File: config.mk
export PLATFORM = sky130hd
export DESIGN_NAME = route_sched
export DESIGN_NICKNAME = d
export VERILOG_FILES = /design/src/rtl/route_sched.sv
export SDC_FILE = /design/constraint.sdc
export NUM_CORES = 1
export LEC_CHECK = 0
export ABC_AREA = 1
export BUFFER_PORTS_ARGS = -buffer_cell sky130_fd_sc_hd__buf_2
export CAP_MARGIN = 0
export CORE_MARGIN = 4
export CORE_UTILIZATION = 49
export DETAILED_ROUTE_END_ITERATION = 12
export PLACE_DENSITY = 0.69
export SLEW_MARGIN = 0
export SYNTH_ARGS = -nofsm -noshare
export SYNTH_HDL_FRONTEND = slang
export SYNTH_SLANG_ARGS = --single-unit
File: constraint.sdc
create_clock -name clk -period 5.77 [get_ports clk]
set_input_delay 0.8655 -clock clk [delete_from_list [all_inputs] [get_ports clk]]
set_output_delay 0.8655 -clock clk [all_outputs]
set_load 0.01 [all_outputs]
File: src/rtl/route_sched.sv
// Route scheduler: queues host destination IDs and sequences each leg
// (issue go command, launch, transit, dwell) toward the motion controller.
module route_sched #(
    parameter int unsigned DEPTH = 4,
    parameter int unsigned DWELL = 16
) (
    input  logic                      clk,
    input  logic                      rst,
    input  logic [7:0]                cmd_in,
    input  logic                      cmd_in_rdy,
    output logic                      clr_cmd_in_rdy,
    output logic [7:0]                cmd,
    output logic                      cmd_rdy,
    input  logic                      clr_cmd_rdy,
    input  logic                      in_transit,
    output logic [$clog2(DEPTH):0]    q_cnt,
    output logic                      busy,
    output logic                      leg_done,
    output logic                      overflow
);
    localparam int unsigned AW   = $clog2(DEPTH);
    localparam int unsigned CNTW = AW + 1;
    localparam int unsigned CW   = (DWELL > 1) ? $clog2(DWELL) : 1;
    localparam logic [CNTW-1:0] FULL      = CNTW'(DEPTH);
    localparam logic [CW-1:0]   DWELL_TOP = CW'(DWELL - 1);

    typedef enum logic [2:0] {
        S_IDLE, S_ISSUE, S_LAUNCH, S_TRANSIT, S_DWELL, S_STOP
    } state_t;

    state_t          state_q, state_d;
    logic            run_q, run_d;
    logic [AW-1:0]   head_q, head_d, tail_q, tail_d;
    logic [CNTW-1:0] q_cnt_q, q_cnt_d;
    logic [CW-1:0]   cnt_q, cnt_d;
    logic [5:0]      mem_q [DEPTH];
    logic [5:0]      mem_d [DEPTH];
    logic [7:0]      cmd_q, cmd_d;
    logic            cmd_rdy_q, cmd_rdy_d;
    logic            clr_q, clr_d;
    logic            busy_q, busy_d;
    logic            leg_done_q, leg_done_d;
    logic            overflow_q, overflow_d;

    logic take, op_enq, op_run, op_flush, op_stop, pop, enq_ok;

    // A host command is taken only when the previous acknowledge is not still up.
    assign take     = cmd_in_rdy && !clr_q;
    assign op_enq   = take && (cmd_in[7:6] == 2'b10);
    assign op_run   = take && (cmd_in[7:6] == 2'b01);
    assign op_flush = take && (cmd_in[7:6] == 2'b11);
    assign op_stop  = take && (cmd_in[7:6] == 2'b00);
    assign pop      = (state_q == S_ISSUE) && clr_cmd_rdy && !op_stop && !op_flush
                      && (q_cnt_q != '0);
    assign enq_ok   = op_enq && ((q_cnt_q < FULL) || pop);

    always_ff @(posedge clk) begin
        if (rst) state_q <= S_IDLE;
        else     state_q <= state_d;
    end

    always_ff @(posedge clk) begin
        if (rst) begin
            run_q      <= 1'b0;
            head_q     <= '0;
            tail_q     <= '0;
            q_cnt_q    <= '0;
            cnt_q      <= '0;
            cmd_q      <= 8'h00;
            cmd_rdy_q  <= 1'b0;
            clr_q      <= 1'b0;
            busy_q     <= 1'b0;
            leg_done_q <= 1'b0;
            overflow_q <= 1'b0;
            for (int i = 0; i < int'(DEPTH); i++) mem_q[i] <= '0;
        end else begin
            run_q      <= run_d;
            head_q     <= head_d;
            tail_q     <= tail_d;
            q_cnt_q    <= q_cnt_d;
            cnt_q      <= cnt_d;
            cmd_q      <= cmd_d;
            cmd_rdy_q  <= cmd_rdy_d;
            clr_q      <= clr_d;
            busy_q     <= busy_d;
            leg_done_q <= leg_done_d;
            overflow_q <= overflow_d;
            mem_q      <= mem_d;
        end
    end

    // Destination queue and run flag; flush (or stop) overrides push/pop.
    always_comb begin
        run_d   = run_q;
        head_d  = head_q;
        tail_d  = tail_q;
        q_cnt_d = q_cnt_q;
        mem_d   = mem_q;
        if (op_run)  run_d = 1'b1;
        if (op_stop) run_d = 1'b0;
        if (op_flush || op_stop) begin
            head_d  = '0;
            tail_d  = '0;
            q_cnt_d = '0;
        end else begin
            if (enq_ok) begin
                mem_d[tail_q] = cmd_in[5:0];
                tail_d        = tail_q + 1'b1;
            end
            if (pop) head_d = head_q + 1'b1;
            case ({enq_ok, pop})
                2'b10:   q_cnt_d = q_cnt_q + 1'b1;
                2'b01:   q_cnt_d = q_cnt_q - 1'b1;
                default: q_cnt_d = q_cnt_q;
            endcase
        end
    end

    always_comb begin
        state_d = state_q;
        cnt_d   = cnt_q;
        if (op_stop) begin
            state_d = S_STOP;
        end else begin
            case (state_q)
                S_IDLE:    if (run_q && (q_cnt_q != '0) && !op_flush) state_d = S_ISSUE;
                S_ISSUE:   if (clr_cmd_rdy) state_d = S_LAUNCH;
                S_LAUNCH:  if (in_transit) state_d = S_TRANSIT;
                S_TRANSIT: if (!in_transit) begin
                    state_d = S_DWELL;
                    cnt_d   = DWELL_TOP;
                end
                S_DWELL:   if (cnt_q == '0) state_d = S_IDLE;
                           else cnt_d = cnt_q - 1'b1;
                S_STOP:    if (clr_cmd_rdy) state_d = S_IDLE;
                default:   state_d = S_IDLE;
            endcase
        end
    end

    // Registered outputs track the next state so they align with state_q.
    always_comb begin
        cmd_d      = cmd_q;
        cmd_rdy_d  = 1'b0;
        if (state_d == S_ISSUE) begin
            cmd_rdy_d = 1'b1;
            if (state_q != S_ISSUE) cmd_d = {2'b01, mem_q[head_q]};
        end else if (state_d == S_STOP) begin
            cmd_rdy_d = 1'b1;
            cmd_d     = 8'h00;
        end
        busy_d     = (state_d != S_IDLE);
        leg_done_d = (state_d == S_DWELL) && (cnt_d == '0);
        overflow_d = op_enq && !enq_ok;
        clr_d      = take;
    end

    assign clr_cmd_in_rdy = clr_q;
    assign cmd            = cmd_q;
    assign cmd_rdy        = cmd_rdy_q;
    assign q_cnt          = q_cnt_q;
    assign busy           = busy_q;
    assign leg_done       = leg_done_q;
    assign overflow       = overflow_q;

endmodule
# ---- Word level (Yosys, flattened, before mapping)
# Index checks and enable logic that the tools add are counted.
# W data, S select, Z words.
dict set report totals {
  input_bits 13
  reg_bits 52
  out_inout_bits 16
  wordCells 100
}
dict set report classes {
  order_cmp 4
  eq_ne 15
  n_mux 24
  n_bitwise 3
  n_reduce_logical 33
  n_addsub 5
}
# op count
set ops {}
lappend ops {{$bwmux W24} 1}
lappend ops {{$mux W8} 3}
lappend ops {{$mux W3} 7}
lappend ops {{$mux W6} 3}
lappend ops {{$pmux W3 S6} 1}
lappend ops {{$logic_and A1 B1 Y1} 15}
lappend ops {{$bmux W6 S2} 1}
lappend ops {{$demux W6 S2} 1}
lappend ops {{$eq A3 B3 Y1 const B} 4}
lappend ops {{$mux W4} 3}
lappend ops {{$logic_not A4 Y1} 2}
lappend ops {{$pmux W4 S2} 1}
lappend ops {{$eq A2 B2 Y1 const B} 3}
lappend ops {{$eq A3 B1 Y1 const B} 2}
lappend ops {{$eq A3 B2 Y1 const B} 2}
lappend ops {{$ge A3 B3 Y1 const B} 2}
lappend ops {{$not A2 Y3} 2}
lappend ops {{$pmux W3 S2} 1}
lappend ops {{$reduce_bool A3 Y1} 2}
lappend ops {{$add A2 B1 Y2 const B} 2}
lappend ops {{$eq A2 B1 Y1 const B} 2}
lappend ops {{$logic_not A1 Y1} 4}
lappend ops {{$reduce_and A2 Y1} 2}
lappend ops {{$reduce_bool A2 Y1} 2}
lappend ops {{13 further kinds} 16}

# ---- Depth between registers and ports, before layout
# Gate-level depths: netlist of the first run.
dict set report depth {
  depth_word 11
  ltp_mapped 14
  ltp_nobuf 14
}

# ---- Worst setup path before layout of the first run
# Ideal clock, no wire load.
dict set report synth_path {
  path_type {input to register}
  from {input port cmd_in_rdy}
  to {register q_cnt_q[2] (netlist: q_cnt[2])}
  stages 13
  arrival_ps 2362
  slack_ps 3289
  n_path_buf 0
  required_ps 5651
  setup_ps 119
  cell_sequence {inv_1 nor2_4 o21ai_4 nand2_4 nand2_8 nand2_1 ha_1 inv_1 fa_1 a21oi_1 o21ai_0 xor2_1 nor2_1}
}
dict set report synth_via {
  elab_chain_cells 10
  elab_cells_between_ends 17
  classes_between {eq/ne (2); mux (1); reduce/logical (14)}
}
# item line
set synth_rtl {}
lappend synth_rtl {{start: declaration} 10} ;# input logic cmd_in_rdy,
lappend synth_rtl {{$logic_and A1 B1 Y1 *} 48} ;# assign take = cmd_in_rdy && !clr_q;
lappend synth_rtl {{$logic_and A1 B1 Y1} 52} ;# assign op_stop = take && (cmd_in[7:6] == 2'b00);
lappend synth_rtl {{$logic_not A1 Y1} 53} ;# assign pop = (state_q == S_ISSUE) && clr_cmd_rdy && !op_stop && !op_flush
lappend synth_rtl {{$logic_and A1 B1 Y1 (2 in a row)} 53}
lappend synth_rtl {{$logic_and A1 B1 Y1} 54} ;# && (q_cnt_q != '0);
lappend synth_rtl {{$logic_or A1 B1 Y1} 55} ;# assign enq_ok = op_enq && ((q_cnt_q < FULL) || pop);
lappend synth_rtl {{$logic_and A1 B1 Y1} 55}
lappend synth_rtl {{$eq A2 B1 Y1 or $eq A2 B2 Y1 (tied branches)} 111} ;# case ({enq_ok, pop})
lappend synth_rtl {{$pmux W3 S2 or $reduce_bool A2 Y1 (tied branches)} -}
lappend synth_rtl {{end signal: assignment} 80} ;# q_cnt_q <= q_cnt_d;
lappend synth_rtl {{end: declaration} 34} ;# logic [CNTW-1:0] q_cnt_q, q_cnt_d;
# Mark *: on every way between the ends. The rest lies on a longest branch, timed or not.
# A chain may end at the register's enable or synchronous reset.

# ---- Final worst setup path of the first run
dict set report layout_path {
  from {input port cmd_in[7]}
  to {register q_cnt_q[2] (netlist: q_cnt[2])}
}
dict set report layout_via {
  elab_chain_cells 10
  elab_cells_between_ends 19
  classes_between {eq/ne (4); mux (1); reduce/logical (14)}
}
# item line
set layout_rtl {}
lappend layout_rtl {{start: declaration} 9} ;# input logic [7:0] cmd_in,
lappend layout_rtl {{$logic_not A2 Y1} 52}
lappend layout_rtl {{$logic_and A1 B1 Y1} 52}
lappend layout_rtl {{$logic_not A1 Y1} 53}
lappend layout_rtl {{$logic_and A1 B1 Y1 (2 in a row)} 53}
lappend layout_rtl {{$logic_and A1 B1 Y1} 54}
lappend layout_rtl {{$logic_or A1 B1 Y1} 55}
lappend layout_rtl {{$logic_and A1 B1 Y1} 55}
lappend layout_rtl {{$eq A2 B1 Y1 or $eq A2 B2 Y1 (tied branches)} 111}
lappend layout_rtl {{$pmux W3 S2 or $reduce_bool A2 Y1 (tied branches)} -}
# Several ways; a longest one is shown, not always the timed one.

==> impl_metrics.tcl, run 1 <==
set metrics [dict create \
    synth_seq_cells 51 \
    path_clk_slew_ns 0.09 \
    worstMarginPinSlew_ns 0.801 \
    period_share_pct 43.1 \
    antenna_found_initial 0 \
    area_growth_pct 8.10 \
    syn_inst 345 \
    grt_pass1_vias 1874 \
    clock_power_share_pct 31.9 \
    setup_tns_ns 0 \
    synth_fa_ha_area_share_pct 3.73 \
    yosysTopAreaCellShare_pct 40.1 \
    synthTopCellsByArea "dfxtp_1 40%, a21oi_1 9.6%, inv_1 8.0%" \
    synthSimpleGateAreaFrac_pct 22.5 \
    clock_latency_ns 0.30 \
    max_cap_viol_count 0 \
    switchingPower_mw 0.163 \
    nets 385 \
    period_needed_ns 2.49 \
    synth_ff_type "dfxtp_1" \
    synth_mux_area_share_pct 0 \
    worstReg2RegStart "state_q[0]$_SDFF_PP0_" \
    cts_tree "done" \
    critPathMaxFanout 7 \
    finClkSkew_ns 0.00837 \
    cp_data_required_time_ns 5.96 \
    worstPathArrival_ns 2.67 \
    drtIter0Drc 100 \
    synth_top_family_by_area "simple AND/OR/NAND/NOR gates" \
    ir_drop_mv 0.132 \
    drt.antenna.violating_nets 0 \
    syn-num-nets 365 \
    post_cts_buffers 0 \
    slew_headroom_pct 46.6 \
    cts.sinks 51 \
    fmax_mhz 402 \
    wl_met1_um 2490 \
    cp-startpoint "cmd_in[7]" \
    highest_layer "met4" \
    p_int_mw 0.464 \
    numPortBuffers 27 \
    cts_hold_buf 0 \
    wl_per_cell_um 11.6 \
    synth_area_leader_cell "dfxtp_1" \
    cts_resized 0 \
    met3_length_um 185 \
    rsz0062_at_grt "false" \
    powerDensity_mw_per_mm2 228 \
    track_usage_pct 16.7 \
    dr.pass1.iters 4 \
    gp_congestion 0.818 \
    diodes 0 \
    async_reset_ff_share_pct 0 \
    start_util_pct 52.2 \
    hp-class "flop to flop" \
    cts_root_buffer "clkbuf_8" \
    syn_area_per_cell_um2 7.38 \
    path_class "primary input to flop" \
    row_count 25 \
    die_w_um 80.1 \
    vias 2118 \
    switching_share_pct 26.1 \
    synth_compound_area_share_pct 20.2 \
    drc_errors 0 \
    end_kind "flop" \
    combPwrFrac_pct 9.9 \
    htree_levels 2 \
    yosysSeqAreaShare_pct 40.1 \
    hold_start "mem_q[23]$_SDFFE_PP0P_" \
    ioPinCount 29 \
    seqPwrFrac_pct 58.2 \
    grt_overflow 0 \
    die-area_mm2 0.00642 \
    synth_cell_types 34 \
    power.leakage_nw 1.20 \
    synth-edff-count 0 \
    fp.coreArea_mm2 0.00488 \
    slew_viol_final 0 \
    wl_um 5010 \
    cts_buffers 5 \
    clockBufferDepth 2 \
    critPathLaunchType "primary input" \
    yosys_warnings 0 \
    syn_area_mm2 0.00255 \
    die_h_um 80.1 \
    fin_area_mm2 0.00275 \
    viasPerCell 4.90 \
    post_route_cells_drive_above_1_share_pct 15.6 \
    finalHoldViolations 0 \
    post_dp_cell_area_mm2 0.00267 \
    final.fill_count 492 \
    grt_max_degree 30 \
    run_status "finished clean" \
    setup_viol_count_final 0 \
    place_hpwl_um 3580 \
    routed-wl-met2_um 2250 \
    synth_xor_area_share_pct 0.688 \
    grt_pass1_wl_um 8490 \
]
cell usage in the layout, fill, tap and decap left out, drive strengths merged:
cell and instances:
nand4 2, clkinv 3, buf 27, a31oi 2, conb 1, xor2 2, dfxtp 51, clkbuf 5
nor3 2, nand2 52, nor2 29, ha 6, a211oi 1, nand3 26, o211ai 2, o21ai 43
inv 59, a21oi 49, nor3b 1, fa 1, o21a 1
logic make-up after synthesis:
family                     Yosys count
xor gates and xnor gates             2
buffers and inverters               74
AOI/OAI and AO/OA                   98
and+or+nand+nor                    112
adders and majority gates            7
other                                1
DFF                                 51
cell type report:
cell class / instances / area (µm²) / area share, %
inverter: 60 / 226 / 8.22
sequential: 51 / 1020 / 37.1
multi-input combinational: 220 / 1200 / 43.8
tap: 67 / 83.8 / 3.04
timing repair buffer: 27 / 135 / 4.91
clock buffer: 5 / 68.8 / 2.50
clock inverter: 2 / 13.8 / 0.500
cell usage after synthesis (2+ instances only):
cell / count
inv_1: 54
dfxtp_1: 51
a21oi_1: 49
nand2_1: 46
nor2_1: 25
o21ai_0: 24
nand3_1: 21
o21ai_1: 18
clkbuf_1: 7
ha_1: 6
buf_6: 5
inv_2: 5
nand2_2: 3
nand3_2: 3
a31oi_1: 2
nand2_4: 2
nand3_4: 2
nand4_1: 2
nor2_2: 2
nor2_4: 2
o211ai_1: 2
xor2_1: 2
state kept, by name (all words and copies together) (netlist names), 2 cells and up:
signal   cells
mem_q       24
cmd          7
cnt_q        4
q_cnt        3
state_q      3
head_q       2
tail_q       2
power by group through the flow:
stage / Sequential (mW) / Clock (mW) / Combinational, mW
CTS: 0.365 / 0.209 / 0.0627
detailed placement: 0.373 / 0 / 0.0625
global route: 0.366 / 0.219 / 0.0706
global placement: 0.373 / 0 / 0.0619
finish: 0.365 / 0.200 / 0.0622
floorplan: 0.374 / 0 / 0.0445
path summary, 6_finish.rpt:
| kind | end | slack (ns) | cells past startpoint |
|---|---|---|---|
| worst min register to register | mem_q[23]$_SDFFE_PP0P_ | 0.45 | 2 |
| worst max-delay path | q_cnt[2]$_SDFFE_PP0P_ | 3.28 | 13 |
| worst min-delay path | mem_q[23]$_SDFFE_PP0P_ | 0.45 | 2 |
| worst max register to register | q_cnt[2]$_SDFFE_PP0P_ | 3.51 | 13 |
per-stage QoR:
stage	hold WS (ns)	std cells	setup WS, ns	utilization (%)	power [mW]
floorplan	0.420	345	3.29	-	0.418
CTS	0.447	432	3.28	56.4	0.637
global placement	0.429	425	3.08	54.7	0.435
global route	0.459	432	3.14	56.4	0.656
detailed placement	0.433	425	2.98	54.7	0.436
finish	0.445	432	3.28	56.4	0.627
routing by layer:
metal  vias up  track usage, %
met5         -               0
met4         0            6.93
met3         7            3.25
met2        40            26.3
met1       921            22.3
li1       1150               -
worst max-delay path: stages:
cell and delay [ns]:
buf_2 0.12, nor2_2 0.19, o21ai_4 0.10, nand2_4 0.08, nand2_8 0.07, nand2_1 0.13
ha_1 0.17, inv_1 0.07, fa_1 0.38, a21oi_1 0.16, o21ai_0 0.12, xor2_1 0.15
nor2_1 0.06
(Power assumes the default switching activity.)
==> run 2, diff against run 1 <==
==> constraint.sdc (replaced) <==
create_clock -name clk -period 2.54 [get_ports clk]
set_input_delay 0.381 -clock clk [delete_from_list [all_inputs] [get_ports clk]]
set_output_delay 0.381 -clock clk [all_outputs]
set_load 0.01 [all_outputs]
==> run 2 against run 1 <==
- critical path depth unchanged
- total power increased by 140%
- first-iteration DRC count is 14% lower
- sequential share of layout area shrank 0.43 points
- clock power rose to 2.5 times the previous value
- die area unchanged
- flip-flop and latch count stayed put
- global-route usage up 0.30 points
- highest routed layer unchanged
- combinational power grew 130%
- hold slack worse by 0.057 ns
- worst setup slack got worse by 2.9 ns
==> impl_metrics.tcl, run 2 (synthesized netlist as in run 1, its figures left out) <==
set metrics [dict create \
    diodes 0 \
    period_needed_ns 2.17 \
    clockBufferDepth 2 \
    drtIter0Drc 86 \
    cts_resized 0 \
    max_cap_viol_count 0 \
    grtUsageMet3_pct 3.59 \
    multiInputGateArea_mm2 0.00120 \
    largest_register_ffs 24 \
    power.leakage_nw 1.21 \
    path_class "flop to flop" \
    slew_viol_final 0 \
    cts_tree "done" \
    worstPathArrival_ns 2.37 \
    fmax_mhz 462 \
    wl_per_cell_um 11.5 \
    final_common_cell "inv_1" \
    grt-busiest-layer "met2" \
    period_share_pct 85.3 \
    cts_hold_buf 0 \
    cts_buffers 5 \
    antenna_found_initial 0 \
    ir_drop_mv 0.250 \
    largest-register "mem_q" \
    fp.coreArea_mm2 0.00488 \
    grt_overflow 0 \
    critical_path_buf_inv_count 2 \
    setup_tns_ns 0 \
    cp_data_required_time_ns 2.74 \
    cts.sinks 51 \
    worstMarginPinSlew_ns 0.766 \
    finClkSkew_ns 0.00626 \
    start_util_pct 52.2 \
    nets 387 \
    grt_pass1_vias 1848 \
    die_w_um 80.1 \
    critPathMaxFanout 7 \
    cp_slowest_stage_delay_ns 0.48 \
    numPortBuffers 27 \
    final_cell_count_no_fill 435 \
    final.fill_count 503 \
    die_h_um 80.1 \
    end_kind "flop" \
    row_count 25 \
    vias 2141 \
    placedCellCount 427 \
    worstPathCellList "nor2_2 > nand3_2 > clkinv_2 > nand2_4 > nand2_8 > nand2_1 > ha_1 > inv_1 > fa_1 > a21oi_1 > o21ai_0 > xor2_1 > nor2_1" \
    gp_congestion 0.832 \
    final_core_utilization_pct 57.1 \
    grt_use_met1_pct 23.2 \
    grt_max_degree 26 \
    register_area_mm2 0.00102 \
    dr.pass1.iters 4 \
    slew_headroom_pct 48.9 \
    fin_area_mm2 0.00279 \
    post_cts_buffers 0 \
    area_growth_pct 9.38 \
    grtUsageMet2_pct 25.5 \
    post_dp_cell_area_mm2 0.00269 \
    grt_pass1_wl_um 8500 \
    track_usage_pct 17.0 \
    clock_latency_ns 0.31 \
    htree_levels 2 \
    viasPerCell 4.92 \
    die-area_mm2 0.00642 \
    cp_top_family "simple AND/OR/NAND/NOR gates" \
    place_hpwl_um 3630 \
    rsz0062_at_grt "false" \
    hp-class "primary input to flop" \
    wl_um 4990 \
    finalHoldViolations 0 \
    post_route_cells_drive_above_1_share_pct 16.0 \
    setup_viol_count_final 0 \
    run_status "finished clean" \
    mostFrequentLayoutCells "54 x inv_1, 51 x dfxtp_1, 49 x a21oi_1" \
    cts_root_buffer "clkbuf_8" \
    critPathLaunchType "flop" \
    slowest_stage "dfxtp_1" \
    drt.antenna.violating_nets 0 \
    drc_errors 0 \
    ioPinCount 29 \
    path_clk_slew_ns 0.09 \
    powerDensity_mw_per_mm2 530 \
]
-- run 2: power breakdown --
part / internal (mW) / switching (mW) / leakage, nW / total, mW
sequential: 0.817 / 0.0115 / 0.413 / 0.829
clock: 0.249 / 0.257 / 0.0515 / 0.506
combinational: 0.0489 / 0.0943 / 0.748 / 0.143
total: 1.11 / 0.363 / 1.21 / 1.48
-- run 2: final timing paths --
check	from	to	slack, ns	cells after the start
worst max-delay path	state_q[1]$_SDFF_PP0_	q_cnt[2]$_SDFFE_PP0P_	0.37	13
worst min-delay path	cmd_in[4]	mem_q[10]$_SDFFE_PP0P_	0.39	3
worst max register to register	state_q[1]$_SDFF_PP0_	q_cnt[2]$_SDFFE_PP0P_	0.37	13
worst min register to register	mem_q[20]$_SDFFE_PP0P_	mem_q[20]$_SDFFE_PP0P_	0.44	2
-- run 2: worst register-to-register path, delay by kind of cell, from the launching register on --
kind / cells / cell delay [ns]
flip-flops: 1 / 0.48
AND/OR/NAND/NOR: 6 / 0.53
XOR/XNOR: 1 / 0.14
AO/OA/AOI/OAI: 2 / 0.25
adder cells (fa/ha/maj): 2 / 0.53
buffers and inverters: 2 / 0.14
-- run 2: layout make-up --
type                    instances  area share [%]
multi-input cells             220            43.2
flip-flops and latches         51            36.6
inverters                      60            8.13
repair buffers                 29            5.39
clock buffers                   8            3.59
well taps                      67            3.01
-- run 2: layer usage --
layer  vias to the layer above  wire [µm]
met5                         -          0
met4                         0         91
met3                         7        173
met2                        25       2240
met1                       950       2480
li1                       1159          -
-- run 2: stage by stage --
step                power [mW]  worst slack [ns]  hold slack (ns)
floorplan                0.950             0.543            0.420
global placement         0.990             0.340            0.427
detailed placement       0.992             0.297            0.431
CTS                       1.50             0.365            0.377
global route              1.56             0.115            0.379
finish                    1.48             0.374            0.388
==> run 3, diff against run 2 <==
--- a/config.mk
+++ b/config.mk
@@ -8,10 +8,10 @@
 export ABC_AREA = 1
 export BUFFER_PORTS_ARGS = -buffer_cell sky130_fd_sc_hd__buf_2
 export CAP_MARGIN = 0
-export CORE_MARGIN = 4
-export CORE_UTILIZATION = 49
+export CORE_ASPECT_RATIO = 0.6
+export CORE_MARGIN = 5
+export CORE_UTILIZATION = 29
 export DETAILED_ROUTE_END_ITERATION = 12
-export PLACE_DENSITY = 0.69
 export SLEW_MARGIN = 0
 export SYNTH_ARGS = -nofsm -noshare
 export SYNTH_HDL_FRONTEND = slang
==> run 3 against run 2 <==
- clock skew rose by 0.0018 ns
- via count rose by 2.5%
- global-route usage fell by 5.5 points
- maximum frequency fell by 1.6%
- utilization fell by 23 points
- cell count rose by 10%
- first-iteration DRC count rose by 70%
- sequential share of layout area fell by 1.4 points
- critical endpoint unchanged
- largest power group unchanged
==> impl_metrics.tcl, run 3 (synthesized netlist as in run 1, its figures left out) <==
set metrics [dict create \
    run_status "finished clean" \
    fp.coreArea_mm2 0.00852 \
    cp_slowest_stage_delay_ns 0.44 \
    power_mw 1.69 \
    numPortBuffers 27 \
    drt.antenna.violating_nets 0 \
    ir_drop_mv 0.274 \
    wl_per_cell_um 12.0 \
    diodes 0 \
    grt_pass1_vias 2038 \
    slew_headroom_pct 45.5 \
    die_w_um 131 \
    period_needed_ns 2.20 \
    setup_viol_count_final 0 \
    cts_buffers 5 \
    grt_overflow 0 \
    powerDensity_mw_per_mm2 583 \
    cts_tree "done" \
    grt_pass1_wl_um 9760 \
    path_class "flop to flop" \
    placedCellCount 472 \
    worstPathCellList "inv_2 > nor2_2 > nand3_2 > clkinv_2 > nand3_1 > inv_1 > ha_1 > inv_1 > fa_1 > a21oi_1 > o21ai_0 > xor2_1 > nor2_1" \
    cts_resized 0 \
    clock_latency_ns 0.29 \
    worstPathArrival_ns 2.38 \
    htree_levels 2 \
    cts_root_buffer "clkbuf_16" \
    viasPerCell 4.57 \
    finClkSkew_ns 0.00801 \
    critPathMaxFanout 7 \
    cp_data_required_time_ns 2.72 \
    vias 2195 \
    track_usage_pct 11.5 \
    worstMarginPinSlew_ns 0.816 \
    hp-class "primary input to flop" \
    period_share_pct 86.7 \
    die_h_um 82.6 \
    end_kind "flop" \
    final_cell_count_no_fill 480 \
    largest_register_ffs 24 \
    cts.sinks 51 \
    path_common_cell "inv_1" \
    clockBufferDepth 2 \
    drc_errors 0 \
    start_util_pct 29.9 \
    gp_congestion 0.843 \
    row_count 26 \
    r2r_setup_slack_ns 0.34 \
    fmax_mhz 454 \
    dr.pass1.iters 4 \
    area_growth_pct 13.8 \
    post_cts_buffers 0 \
    final.fill_count 937 \
    mostFrequentLayoutCells "54 x inv_1, 51 x dfxtp_1, 49 x a21oi_1" \
    post_route_cells_drive_above_1_share_pct 16.0 \
    grt_max_degree 26 \
    ioPinCount 29 \
    critical_path_buf_inv_count 4 \
    antenna_found_initial 0 \
    cp_top_family "adder cells" \
    largest-register "mem_q" \
    power.leakage_nw 1.24 \
    wl_um 5750 \
    final_core_utilization_pct 34.0 \
    finalHoldViolations 0 \
    nets 387 \
    multiInputGateArea_mm2 0.00120 \
    place_hpwl_um 4220 \
    die-area_mm2 0.0108 \
    slew_viol_final 0 \
    rsz0062_at_grt "false" \
    critPathLaunchType "flop" \
    max_cap_viol_count 0 \
    final_common_cell "inv_1" \
    setup_tns_ns 0 \
    cts_hold_buf 0 \
    path_clk_slew_ns 0.07 \
    drtIter0Drc 146 \
    register_area_mm2 0.00102 \
    slowest_stage "dfxtp_1" \
]
[run 3: cell count changes in the layout (fill, tap and decap cells not counted)]
cell	delta
clkbuf_16	+5
clkbuf_8	-5
[run 3: metal layers]
layer | GRT usage, % | wire (µm) | up-vias
li1 | - | - | 1153
met3 | 3.34 | 241 | 4
met4 | 3.08 | 51 | 0
met2 | 18.1 | 2480 | 37
met5 | 0 | 0 | -
met1 | 15.5 | 2970 | 1001
[run 3: worst register-to-register path: stages, from the launching register on]
cell	delay [ns]
dfxtp_1	0.44
inv_2	0.09
nor2_2	0.16
nand3_2	0.11
clkinv_2	0.08
nand3_1	0.11
inv_1	0.08
ha_1	0.13
inv_1	0.06
fa_1	0.38
a21oi_1	0.14
o21ai_0	0.11
xor2_1	0.14
nor2_1	0.05
[run 3: final cells by class]
class	count	share of cell area, %
multi-input combinational	220	41.6
clock buffer	8	5.39
tap	112	4.83
inverter	60	7.81
timing repair buffer	29	5.18
sequential	51	35.2
[run 3: stage by stage]
step | instance area (µm²) | hold slack, ns | setup WS, ns
5_1_grt | 2900 | 0.420 | 0.0825
3_3_place_gp | 2740 | 0.429 | 0.311
3_5_place_dp | 2740 | 0.433 | 0.259
2_1_floorplan | 2550 | 0.420 | 0.543
4_1_cts | 2900 | 0.392 | 0.332
6_report | 2900 | 0.400 | 0.339
[run 3: report_power, final]
part / internal (mW) / switching, mW / total, mW
Sequential: 0.818 / 0.0117 / 0.829
Clock: 0.420 / 0.295 / 0.715
Combinational: 0.0488 / 0.0980 / 0.147
Total: 1.29 / 0.405 / 1.69
[run 3: path summary, 6_finish.rpt]
| kind | from | end | depth (start not counted) |
|---|---|---|---|
| worst max-delay path | state_q[0]$_SDFF_PP0_ | q_cnt[2]$_SDFFE_PP0P_ | 13 |
| worst min-delay path | cmd_in_rdy | clr_cmd_in_rdy$_SDFF_PP0_ | 3 |
| worst max register to register | state_q[0]$_SDFF_PP0_ | q_cnt[2]$_SDFFE_PP0P_ | 13 |
| worst min register to register | mem_q[11]$_SDFFE_PP0P_ | mem_q[11]$_SDFFE_PP0P_ | 2 |
